$ cat src/rtl/sm2_pkg.sv
// Shared SM2 datapath constants and the modular-subtractor state encoding.
package sm2_pkg;

   localparam int unsigned SM2_WIDTH = 256;
   localparam int unsigned SM2_CHUNK = 64;

   localparam logic [255:0] SM2_P =
      256'hFFFFFFFE_FFFFFFFF_FFFFFFFF_FFFFFFFF_FFFFFFFF_00000000_FFFFFFFF_FFFFFFFF;

   typedef enum logic [1:0] {
      IDLE = 2'd0,
      SUB  = 2'd1,
      CORR = 2'd2,
      DONE = 2'd3
   } sub_state_e;

endpackage

$ cat src/rtl/mod_sub_seq_limb_adder.sv
// CHUNK-bit parallel-prefix (Kogge-Stone) carry-lookahead adder shared by the
// subtract and correction phases of mod_sub_seq.
module limb_adder #(
   parameter int unsigned CHUNK = 64
) (
   input  logic [CHUNK-1:0] x,
   input  logic [CHUNK-1:0] y,
   input  logic             cin,
   output logic [CHUNK-1:0] s,
   output logic             cout
);

   logic [CHUNK-1:0] h;
   logic [CHUNK-1:0] g_l;
   logic [CHUNK-1:0] p_l;
   logic [CHUNK-1:0] g_n;
   logic [CHUNK-1:0] p_n;
   logic [CHUNK:0]   c;

   always_comb begin
      h   = x ^ y;
      g_l = x & y;
      p_l = h;
      g_n = '0;
      p_n = '0;
      // Fold cin into bit 0 so every prefix generate is a true carry-out.
      g_l[0] = g_l[0] | (p_l[0] & cin);
      for (int d = 1; d < int'(CHUNK); d = d * 2) begin
         for (int i = 0; i < int'(CHUNK); i++) begin
            if (i >= d) begin
               g_n[i] = g_l[i] | (p_l[i] & g_l[i-d]);
               p_n[i] = p_l[i] & p_l[i-d];
            end else begin
               g_n[i] = g_l[i];
               p_n[i] = p_l[i];
            end
         end
         g_l = g_n;
         p_l = p_n;
      end
      c    = {g_l, cin};
      s    = h ^ c[CHUNK-1:0];
      cout = c[CHUNK];
   end

endmodule

$ cat src/rtl/mod_sub_seq.sv
// Limb-serial modular subtractor: diff = (a - b) mod p, one CHUNK-bit limb per
// cycle, with a limb-serial add-back of p when the raw subtraction borrows.
//
// state | meaning
// IDLE  | waiting for operands, in_ready high
// SUB   | r = a + ~b + 1, one limb per cycle
// CORR  | raw result borrowed: r = r + p, one limb per cycle
// DONE  | diff valid, held until out_ready
module mod_sub_seq
   import sm2_pkg::*;
#(
   parameter int unsigned WIDTH = SM2_WIDTH,
   parameter int unsigned CHUNK = SM2_CHUNK
) (
   input  logic             clk,
   input  logic             rst_n,
   input  logic             in_valid,
   output logic             in_ready,
   input  logic [WIDTH-1:0] a,
   input  logic [WIDTH-1:0] b,
   input  logic [WIDTH-1:0] p,
   output logic             out_valid,
   input  logic             out_ready,
   output logic [WIDTH-1:0] diff,
   output logic             busy
);

   localparam int unsigned N     = WIDTH / CHUNK;
   localparam int unsigned IDX_W = (N > 1) ? $clog2(N) : 1;
   localparam logic [IDX_W-1:0] IDX_LAST = IDX_W'(N - 1);

   sub_state_e       state_q, state_d;
   logic [WIDTH-1:0] a_q, a_d;
   logic [WIDTH-1:0] b_q, b_d;
   logic [WIDTH-1:0] p_q, p_d;
   logic [WIDTH-1:0] r_q, r_d;
   logic [IDX_W-1:0] idx_q, idx_d;
   logic             carry_q, carry_d;
   logic             in_ready_q, in_ready_d;
   logic             out_valid_q, out_valid_d;
   logic             busy_q, busy_d;

   logic [CHUNK-1:0] add_x;
   logic [CHUNK-1:0] add_y;
   logic [CHUNK-1:0] add_s;
   logic             add_cout;

   // One adder serves both phases; only the operands are steered by state.
   always_comb begin
      add_x = '0;
      add_y = '0;
      if (state_q == CORR) begin
         add_x = r_q[idx_q*CHUNK +: CHUNK];
         add_y = p_q[idx_q*CHUNK +: CHUNK];
      end else begin
         add_x = a_q[idx_q*CHUNK +: CHUNK];
         add_y = ~b_q[idx_q*CHUNK +: CHUNK];
      end
   end

   limb_adder #(.CHUNK(CHUNK)) u_limb_adder (
      .x    (add_x),
      .y    (add_y),
      .cin  (carry_q),
      .s    (add_s),
      .cout (add_cout)
   );

   always_comb begin
      state_d     = state_q;
      a_d         = a_q;
      b_d         = b_q;
      p_d         = p_q;
      r_d         = r_q;
      idx_d       = idx_q;
      carry_d     = carry_q;
      in_ready_d  = in_ready_q;
      out_valid_d = out_valid_q;
      busy_d      = busy_q;

      case (state_q)
         IDLE: begin
            if (in_valid) begin
               a_d        = a;
               b_d        = b;
               p_d        = p;
               r_d        = '0;
               idx_d      = '0;
               carry_d    = 1'b1;
               state_d    = SUB;
               in_ready_d = 1'b0;
               busy_d     = 1'b1;
            end
         end
         SUB: begin
            r_d[idx_q*CHUNK +: CHUNK] = add_s;
            carry_d = add_cout;
            idx_d   = idx_q + 1'b1;
            if (idx_q == IDX_LAST) begin
               idx_d = '0;
               if (add_cout) begin
                  state_d     = DONE;
                  busy_d      = 1'b0;
                  out_valid_d = 1'b1;
               end else begin
                  carry_d = 1'b0;
                  state_d = CORR;
               end
            end
         end
         CORR: begin
            r_d[idx_q*CHUNK +: CHUNK] = add_s;
            carry_d = add_cout;
            idx_d   = idx_q + 1'b1;
            if (idx_q == IDX_LAST) begin
               idx_d       = '0;
               carry_d     = 1'b0;
               state_d     = DONE;
               busy_d      = 1'b0;
               out_valid_d = 1'b1;
            end
         end
         DONE: begin
            if (out_ready) begin
               state_d     = IDLE;
               out_valid_d = 1'b0;
               in_ready_d  = 1'b1;
            end
         end
         default: begin
            state_d     = IDLE;
            in_ready_d  = 1'b1;
            out_valid_d = 1'b0;
            busy_d      = 1'b0;
         end
      endcase
   end

   always_ff @(posedge clk or negedge rst_n) begin
      if (!rst_n) begin
         state_q     <= IDLE;
         a_q         <= '0;
         b_q         <= '0;
         p_q         <= '0;
         r_q         <= '0;
         idx_q       <= '0;
         carry_q     <= 1'b0;
         in_ready_q  <= 1'b1;
         out_valid_q <= 1'b0;
         busy_q      <= 1'b0;
      end else begin
         state_q     <= state_d;
         a_q         <= a_d;
         b_q         <= b_d;
         p_q         <= p_d;
         r_q         <= r_d;
         idx_q       <= idx_d;
         carry_q     <= carry_d;
         in_ready_q  <= in_ready_d;
         out_valid_q <= out_valid_d;
         busy_q      <= busy_d;
      end
   end

   assign in_ready  = in_ready_q;
   assign out_valid = out_valid_q;
   assign busy      = busy_q;
   assign diff      = r_q;

endmodule

$ cat config.mk
export PLATFORM = sky130hd
export DESIGN_NAME = mod_sub_seq
export DESIGN_NICKNAME = d
export VERILOG_FILES = /design/src/rtl/sm2_pkg.sv /design/src/rtl/mod_sub_seq_limb_adder.sv /design/src/rtl/mod_sub_seq.sv
export SDC_FILE = /design/constraint.sdc
export NUM_CORES = 2
export LEC_CHECK = 0
export BUFFER_PORTS_ARGS = -buffer_cell sky130_fd_sc_hd__buf_2
export CAP_MARGIN = 20
export CORE_ASPECT_RATIO = 1.4
export CORE_MARGIN = 8
export CORE_UTILIZATION = 30
export DETAILED_ROUTE_END_ITERATION = 12
export PLACE_DENSITY = 0.57
export SKIP_CTS_REPAIR_TIMING = 1
export SLEW_MARGIN = 10
export SYNTH_ARGS = -nofsm -noshare
export SYNTH_HDL_FRONTEND = slang
export SYNTH_SLANG_ARGS = --single-unit
$ cat constraint.sdc
create_clock -name clk -period 15.85 [get_ports clk]
set_input_delay 1.585 -clock clk [delete_from_list [all_inputs] [get_ports clk]]
set_output_delay 1.585 -clock clk [all_outputs]
set_load 0.01 [all_outputs]
Word-level counts from Yosys, hierarchy flattened
Cells that the tools add are included.
{ "totals": {"regBits": 1032, "inputBits": 772} }
{ "classes": {"add_sub_neg": 2, "n_reduce_logical": 13, "bitwise_logic": 906, "n_eq_ne": 9, "mux": 31, "shifts": 6} }
{ "op_table": {"columns": ["cell", "count"], "rows": [
  ["$shiftx A256 B9 Y64", 4],
  ["$and A1 B1 Y1", 580],
  ["$pmux W256 S2", 1],
  ["$or A1 B1 Y1", 322],
  ["$bwmux W256", 1],
  ["$mux W256", 1],
  ["$shift A64 B34 Y256 const A", 1],
  ["$shiftx A64 B34 Y256", 1],
  ["$mux W64", 2],
  ["$xor A64 B64 Y64", 2],
  ["$and A64 B64 Y64", 1],
  ["$not A64 Y64", 1],
  ["$neg A8 Y34", 1],
  ["$mux W1", 14],
  ["$mux W2", 6],
  ["$reduce_and A5 Y1", 2],
  ["$pmux W1 S3", 3],
  ["$ne A2 B2 Y1 const B", 4],
  ["$pmux W2 S4", 1],
  ["$eq A2 B2 Y1 const B", 3],
  ["$reduce_and A2 Y1", 3],
  ["$reduce_bool A3 Y1", 2],
  ["$pmux W2 S2", 1],
  ["$reduce_and A4 Y1", 1],
  ["other kinds (8)", 9]
]} }

Depth between registers and ports, before layout
{ "depth": {"word_depth": 21, "mapped_depth": 22, "depth_no_buf": 18} }

Modules after synthesis
From an unflattened synthesis, not the netlist that was laid out.
{ "hier_totals": {"cells_unflattened": 3601, "area_unflattened_um2": 49518.7} }
{ "by_module_without_submodules": {"columns": ["module", "cells_each", "area_per_inst_um2", "instances"], "rows": [
  ["mod_sub_seq", 3057, 45763.9, 1],
  ["limb_adder", 544, 3754.9, 1]
]} }

Worst setup path after synthesis
Ideal clock, no wire load.
{ "synth_path": {"path_type": "register to register", "from": "reg idx_q[0]", "to": "reg r_q[126] (netlist: diff[126])", "synth_period_minus_slack_ns": 5.012, "arrival_ns": 4.891, "path_slack_ns": 10.838, "stages_incl_launch_ff": 19, "setup_time_ns": 0.121, "t_required_ns": 15.729, "n_path_buf": 3, "cell_sequence": "dfrtp_1 -> clkbuf_1 -> clkbuf_1 -> buf_1 -> mux4_2 -> o21ai_0 -> fa_1 -> inv_1 -> fa_1 -> a211oi_1 -> o21a_1 -> a211o_1 -> a41oi_1 -> o21ai_1 -> a31oi_1 -> a21o_1 -> a311oi_1 -> xnor2_1 -> a22o_1"} }
{ "synth_via": {"elab_chain_len": 20} }
{ "synth_lines": {"columns": ["item", "line", "source"], "rows": [
  ["start, declared", "mod_sub_seq.sv:37", "logic [IDX_W-1:0] idx_q, idx_d;"],
  ["start signal, assigned", "mod_sub_seq.sv:157", "idx_q <= idx_d;"],
  ["$shiftx A256 B9 Y64", "mod_sub_seq.sv:57", "add_y = ~b_q[idx_q*CHUNK +: CHUNK];"],
  ["$not A64 Y64", "mod_sub_seq.sv:57", null],
  ["$mux W64", "mod_sub_seq.sv:52", "if (state_q == CORR) begin"],
  ["$xor A64 B64 Y64", "mod_sub_seq_limb_adder.sv:21", "h = x ^ y;"],
  ["$and A1 B1 Y1", "mod_sub_seq_limb_adder.sv:27", "g_l[0] = g_l[0] | (p_l[0] & cin);"],
  ["$or A1 B1 Y1", "mod_sub_seq_limb_adder.sv:27", null],
  ["$and A1 B1 Y1", "mod_sub_seq_limb_adder.sv:31", "g_n[i] = g_l[i] | (p_l[i] & g_l[i-d]);"],
  ["$or A1 B1 Y1", "mod_sub_seq_limb_adder.sv:31", null],
  ["[... 4 more ...]", null, null],
  ["$and A1 B1 Y1", "mod_sub_seq_limb_adder.sv:31", null],
  ["$or A1 B1 Y1", "mod_sub_seq_limb_adder.sv:31", null],
  ["$and A1 B1 Y1", "mod_sub_seq_limb_adder.sv:31", null],
  ["$or A1 B1 Y1", "mod_sub_seq_limb_adder.sv:31", null],
  ["$xor A64 B64 Y64", "mod_sub_seq_limb_adder.sv:42", "s = h ^ c[CHUNK-1:0];"],
  ["$shiftx A64 B34 Y256", "mod_sub_seq.sv:96, mod_sub_seq.sv:112", null],
  ["$bwmux W256 *", "mod_sub_seq.sv:96, mod_sub_seq.sv:112", null],
  ["$pmux W256 S2 *", "mod_sub_seq.sv:81", "case (state_q)"],
  ["end signal, assigned", "mod_sub_seq.sv:156", "r_q <= r_d;"],
  ["end, declared", "mod_sub_seq.sv:36", "logic [WIDTH-1:0] r_q, r_d;"]
]} }
Every way passes the cells marked *; elsewhere a longest branch is shown, timed or not.
A chain may end at the register's enable or synchronous reset.

Worst setup path after layout
{ "layout_path": {"from": "reg idx_q[0]", "to": "reg busy_q (netlist: busy)"} }
{ "layout_via": {"elab_chain_len": 20} }
{ "layout_lines": {"columns": ["item", "line", "source"], "rows": [
  ["$shiftx A256 B9 Y64", "mod_sub_seq.sv:57", null],
  ["$not A64 Y64", "mod_sub_seq.sv:57", null],
  ["$mux W64", "mod_sub_seq.sv:52", null],
  ["$xor A64 B64 Y64", "mod_sub_seq_limb_adder.sv:21", null],
  ["$and A1 B1 Y1", "mod_sub_seq_limb_adder.sv:27", null],
  ["$or A1 B1 Y1", "mod_sub_seq_limb_adder.sv:27", null],
  ["$and A1 B1 Y1", "mod_sub_seq_limb_adder.sv:31", null],
  ["$or A1 B1 Y1", "mod_sub_seq_limb_adder.sv:31", null],
  ["[... 4 more ...]", null, null],
  ["$and A1 B1 Y1", "mod_sub_seq_limb_adder.sv:31", null],
  ["$or A1 B1 Y1", "mod_sub_seq_limb_adder.sv:31", null],
  ["$and A1 B1 Y1", "mod_sub_seq_limb_adder.sv:31", null],
  ["$or A1 B1 Y1", "mod_sub_seq_limb_adder.sv:31", null],
  ["$and A1 B1 Y1", "mod_sub_seq_limb_adder.sv:31", null],
  ["$or A1 B1 Y1", "mod_sub_seq_limb_adder.sv:31", null],
  ["$ne A2 B2 Y1 (no source line)", null, null],
  ["$reduce_and A5 Y1 (no source line) *", null, null],
  ["end signal, assigned", "mod_sub_seq.sv:161", "busy_q <= busy_d;"],
  ["end, declared", "mod_sub_seq.sv:41", "logic busy_q, busy_d;"]
]} }
Marks and branches as above.

==> flow_metrics.tcl <==
set metrics [dict create \
    crit_family "compound AO/OA/AOI/OAI gates" \
    seqPwrFrac_pct 27.6 \
    yosys_warnings 0 \
    slew-limit-headroom_pct 27.75 \
    clk_latency_ns 0.73 \
    slowest_stage "dfrtp_4" \
    rsz0062_at_grt "false" \
    p_leak_uw 0.02755 \
    swShare_pct 45.39 \
    async_flop_share_pct 100.0 \
    wire_per_inst_um 28.72 \
    ys_seq_elements 1032 \
    cts_root_buf "clkbuf_16" \
    die_area_mm2 0.1762 \
    synth_area_leaders "dfrtp_1 53%, mux2_2 18%, mux4_2 12%, a22o_1 4.2%, nand2_1 2.1%" \
    initial_core_util_pct 30.15 \
    vias_per_cell 5.199 \
    reg2reg_to "busy" \
    regToRegSetupSlack_ns 8.76 \
    cts_buffers 109 \
    fin_crit_sh_pct 44.72 \
    reg2reg_from "idx_q[0]" \
    drcViolationCount 0 \
    die_w_um 357.0 \
    dpl.hpwl_mm 148.0 \
    nets 5300 \
    whs_endpoint "p_q[242]" \
    hold_violations 0 \
    io_buffers 1030 \
    h-tree-depth 3 \
    drtIter0Drc 2265 \
    pre_cts_slack_ns 8.607 \
    worstHoldStart "p_q[242]" \
    fin_crit_ns 7.088 \
    path_buf_inv 2 \
    postLayoutSetupSlackWorst_ns 8.762 \
    ir_drop_uv 203.1 \
    drv_slew 0 \
    cp_cell_sequence "buf_4 -> buf_4 -> mux4_2 -> a21oi_1 -> ha_1 -> a21oi_1 -> a21boi_1 -> a311oi_1 -> nand3_1 -> and3_1 -> nor2_1 -> o21ai_1 -> a21oi_1 -> a211oi_1 -> mux2_2" \
    antenna_left 0 \
    synth_top_area_share_pct 52.82 \
    setup.worst_path.start_class "flip-flop" \
    clk_pin_slew_ns 0.07 \
    cts_tree "done" \
    worstMarginPinSlew_ns 1.084 \
    first_pass_iters 5 \
    setup-violations-final 0 \
    run_status "complete, no violations" \
    min_path_cells 1 \
    ys_seq_area_share_pct 52.87 \
    powerDensity_mw_per_mm2 268.1 \
    p_switching_uw 7311 \
    slowest_delay_ns 0.76 \
    grt.total_usage_pct 21.31 \
    grt_max_degree 173 \
    fmax_mhz 141.1 \
    max-cap-violations 0 \
    drive_gt1_share_pct 50.59 \
    cp.required_ns 16.45 \
    ys.flop_type "dfrtp_1" \
    cp_max_fo 33 \
    dieHeight_um 493.5 \
    area_growth_pct 23.01 \
    synth_area_per_cell_um2 13.91 \
    grt_pass1_wl_mm 274.4 \
    gp_congestion 0.8997 \
    grt_pass1_vias 37280 \
    syn_inst 3511 \
    synth-edff-count 0 \
    cts_buffer_depth 3 \
    final.setup_skew_ns 0.02488 \
    internal_power_uw 8797 \
    overflow 0 \
    vias 34960 \
    pwr-share-comb_pct 56.0 \
    antenna_found_initial 132 \
    rows 175 \
    syn_area_mm2 0.04885 \
    rr_worst_depth 15 \
    cpMostUsedCell "a21oi_1" \
    final_area_mm2 0.06009 \
    power_uw 16110 \
    hold_path.class "reg2reg" \
    synth_cell_types 71 \
    crit_arrival_ns 7.69 \
    wl_mm 193.1 \
    synth_top_area_cell "dfrtp_1" \
    dpl_cell_area_mm2 0.05624 \
    core_area_mm2 0.1620 \
    cp-end-kind "flip-flop" \
    io_pins 1031 \
    clockPowerShare_pct 16.4 \
    cts_num_sinks 1032 \
    crit_type "reg2reg" \
    synth_nets 4356 \
    fin_tns_setup_ns 0 \
]
==> how the worst max path moves through the flow <==
| stage | endpoint | start | depth (start not counted) | slack [ns] |
|---|---|---|---|---|
| after global routing | busy | idx_q[0] | 16 | 8.24 |
| after detailed placement | busy | idx_q[0] | 16 | 8.61 |
| after global placement | busy | idx_q[0] | 16 | 8.74 |
| final | busy | idx_q[0] | 15 | 8.76 |
| after CTS | busy | idx_q[0] | 16 | 8.61 |
| after floorplan | diff[126] | idx_q[0] | 18 | 10.84 |
==> synth_stat cells, types with 4 or more instances <==
cell type / instances
dfrtp_1: 1031
mux2_2: 769
nand2_1: 279
mux4_2: 256
a22o_1: 232
clkbuf_1: 185
a21oi_1: 132
nor2_1: 118
ha_1: 71
o21ai_0: 69
buf_1: 51
a21o_1: 38
xnor2_1: 27
inv_1: 26
xor2_1: 25
nand4_1: 20
nor3_1: 16
nand3_1: 13
o21a_1: 12
and3_1: 10
nand2b_1: 10
a211oi_1: 8
a31oi_1: 8
nor2b_1: 8
o21bai_1: 8
o21ai_1: 7
a21boi_0: 5
o31ai_1: 5
a211o_1: 4
nor4_1: 4
o211ai_1: 4
==> kinds of logic (layout without fill, tap and decap cells) <==
logic type / after synthesis / in the layout / share of synthesized area [%]
adder cells (fa/ha/maj): 73 / 73 / 1.901
AO/OA/AOI/OAI: 560 / 560 / 8.250
XOR/XNOR: 53 / 53 / 0.9657
AND/OR/NAND/NOR: 497 / 497 / 4.331
flip-flops: 1032 / 1032 / 52.87
other: 0 / 57 / 0
buffers and inverters: 268 / 1301 / 2.090
multiplexers: 1028 / 1028 / 29.59
==> state kept, by name, indices dropped and copies added (netlist names) <==
| name | flops |
|---|---|
| b_q | 256 |
| in_ready | 1 |
| diff | 256 |
| carry_q | 1 |
| p_q | 256 |
| state_q | 2 |
| busy | 1 |
| a_q | 256 |
| idx_q | 2 |
| out_valid | 1 |
==> final cells by class <==
type / count / area (um^2)
clock inverters: 38 / 480.5
inverters: 26 / 103.9
flip-flops and latches: 1032 / 25830
repair buffers: 1075 / 5585
multi-input cells: 2211 / 22080
fillers: 15910 / 101900
diodes: 57 / 142.6
well taps: 2124 / 2658
clock buffers: 162 / 3199
==> per-stage QoR <==
step	instances	util, %	hold WS (ns)
finish	6725	37.08	0.4983
detailed placement	6467	34.71	0.4876
floorplan	3511	-	0.4739
global route	6695	37.04	0.5061
CTS	6667	36.98	0.5013
global placement	6467	34.71	0.4813
==> placed cells by master (no fill, tap or decap), types with 39 or more instances in the layout <==
cell type,netlist,layout
a21oi_1,132,132
nand2_1,279,277
mux4_2,256,256
nor2_1,118,117
ha_1,71,70
mux2_2,769,769
buf_4,3,39
diode_2,0,57
clkbuf_16,0,111
o21ai_0,69,68
a22o_1,232,232
dfrtp_1,1031,1029
buf_2,2,1029
==> power groups by stage <==
stage	clock [uW]	sequential, uW	combinational [uW]
after floorplan	0	4150	6110
after global placement	0	4460	8880
after detailed placement	0	4500	9010
after CTS	2720	4460	9050
after global routing	2820	4570	9730
final	2640	4450	9010
==> routing by layer <==
layer | vias up | global-route usage, % | share of wire, %
met3 | 360 | 6.908 | 8.6
met4 | 106 | 7.248 | 3.3
met1 | 18030 | 27.62 | 42
li1 | 15110 | - | -
met5 | - | 0 | 0.34
met2 | 1363 | 33.58 | 46
No activity file was read; power rests on OpenSTA's default activity.
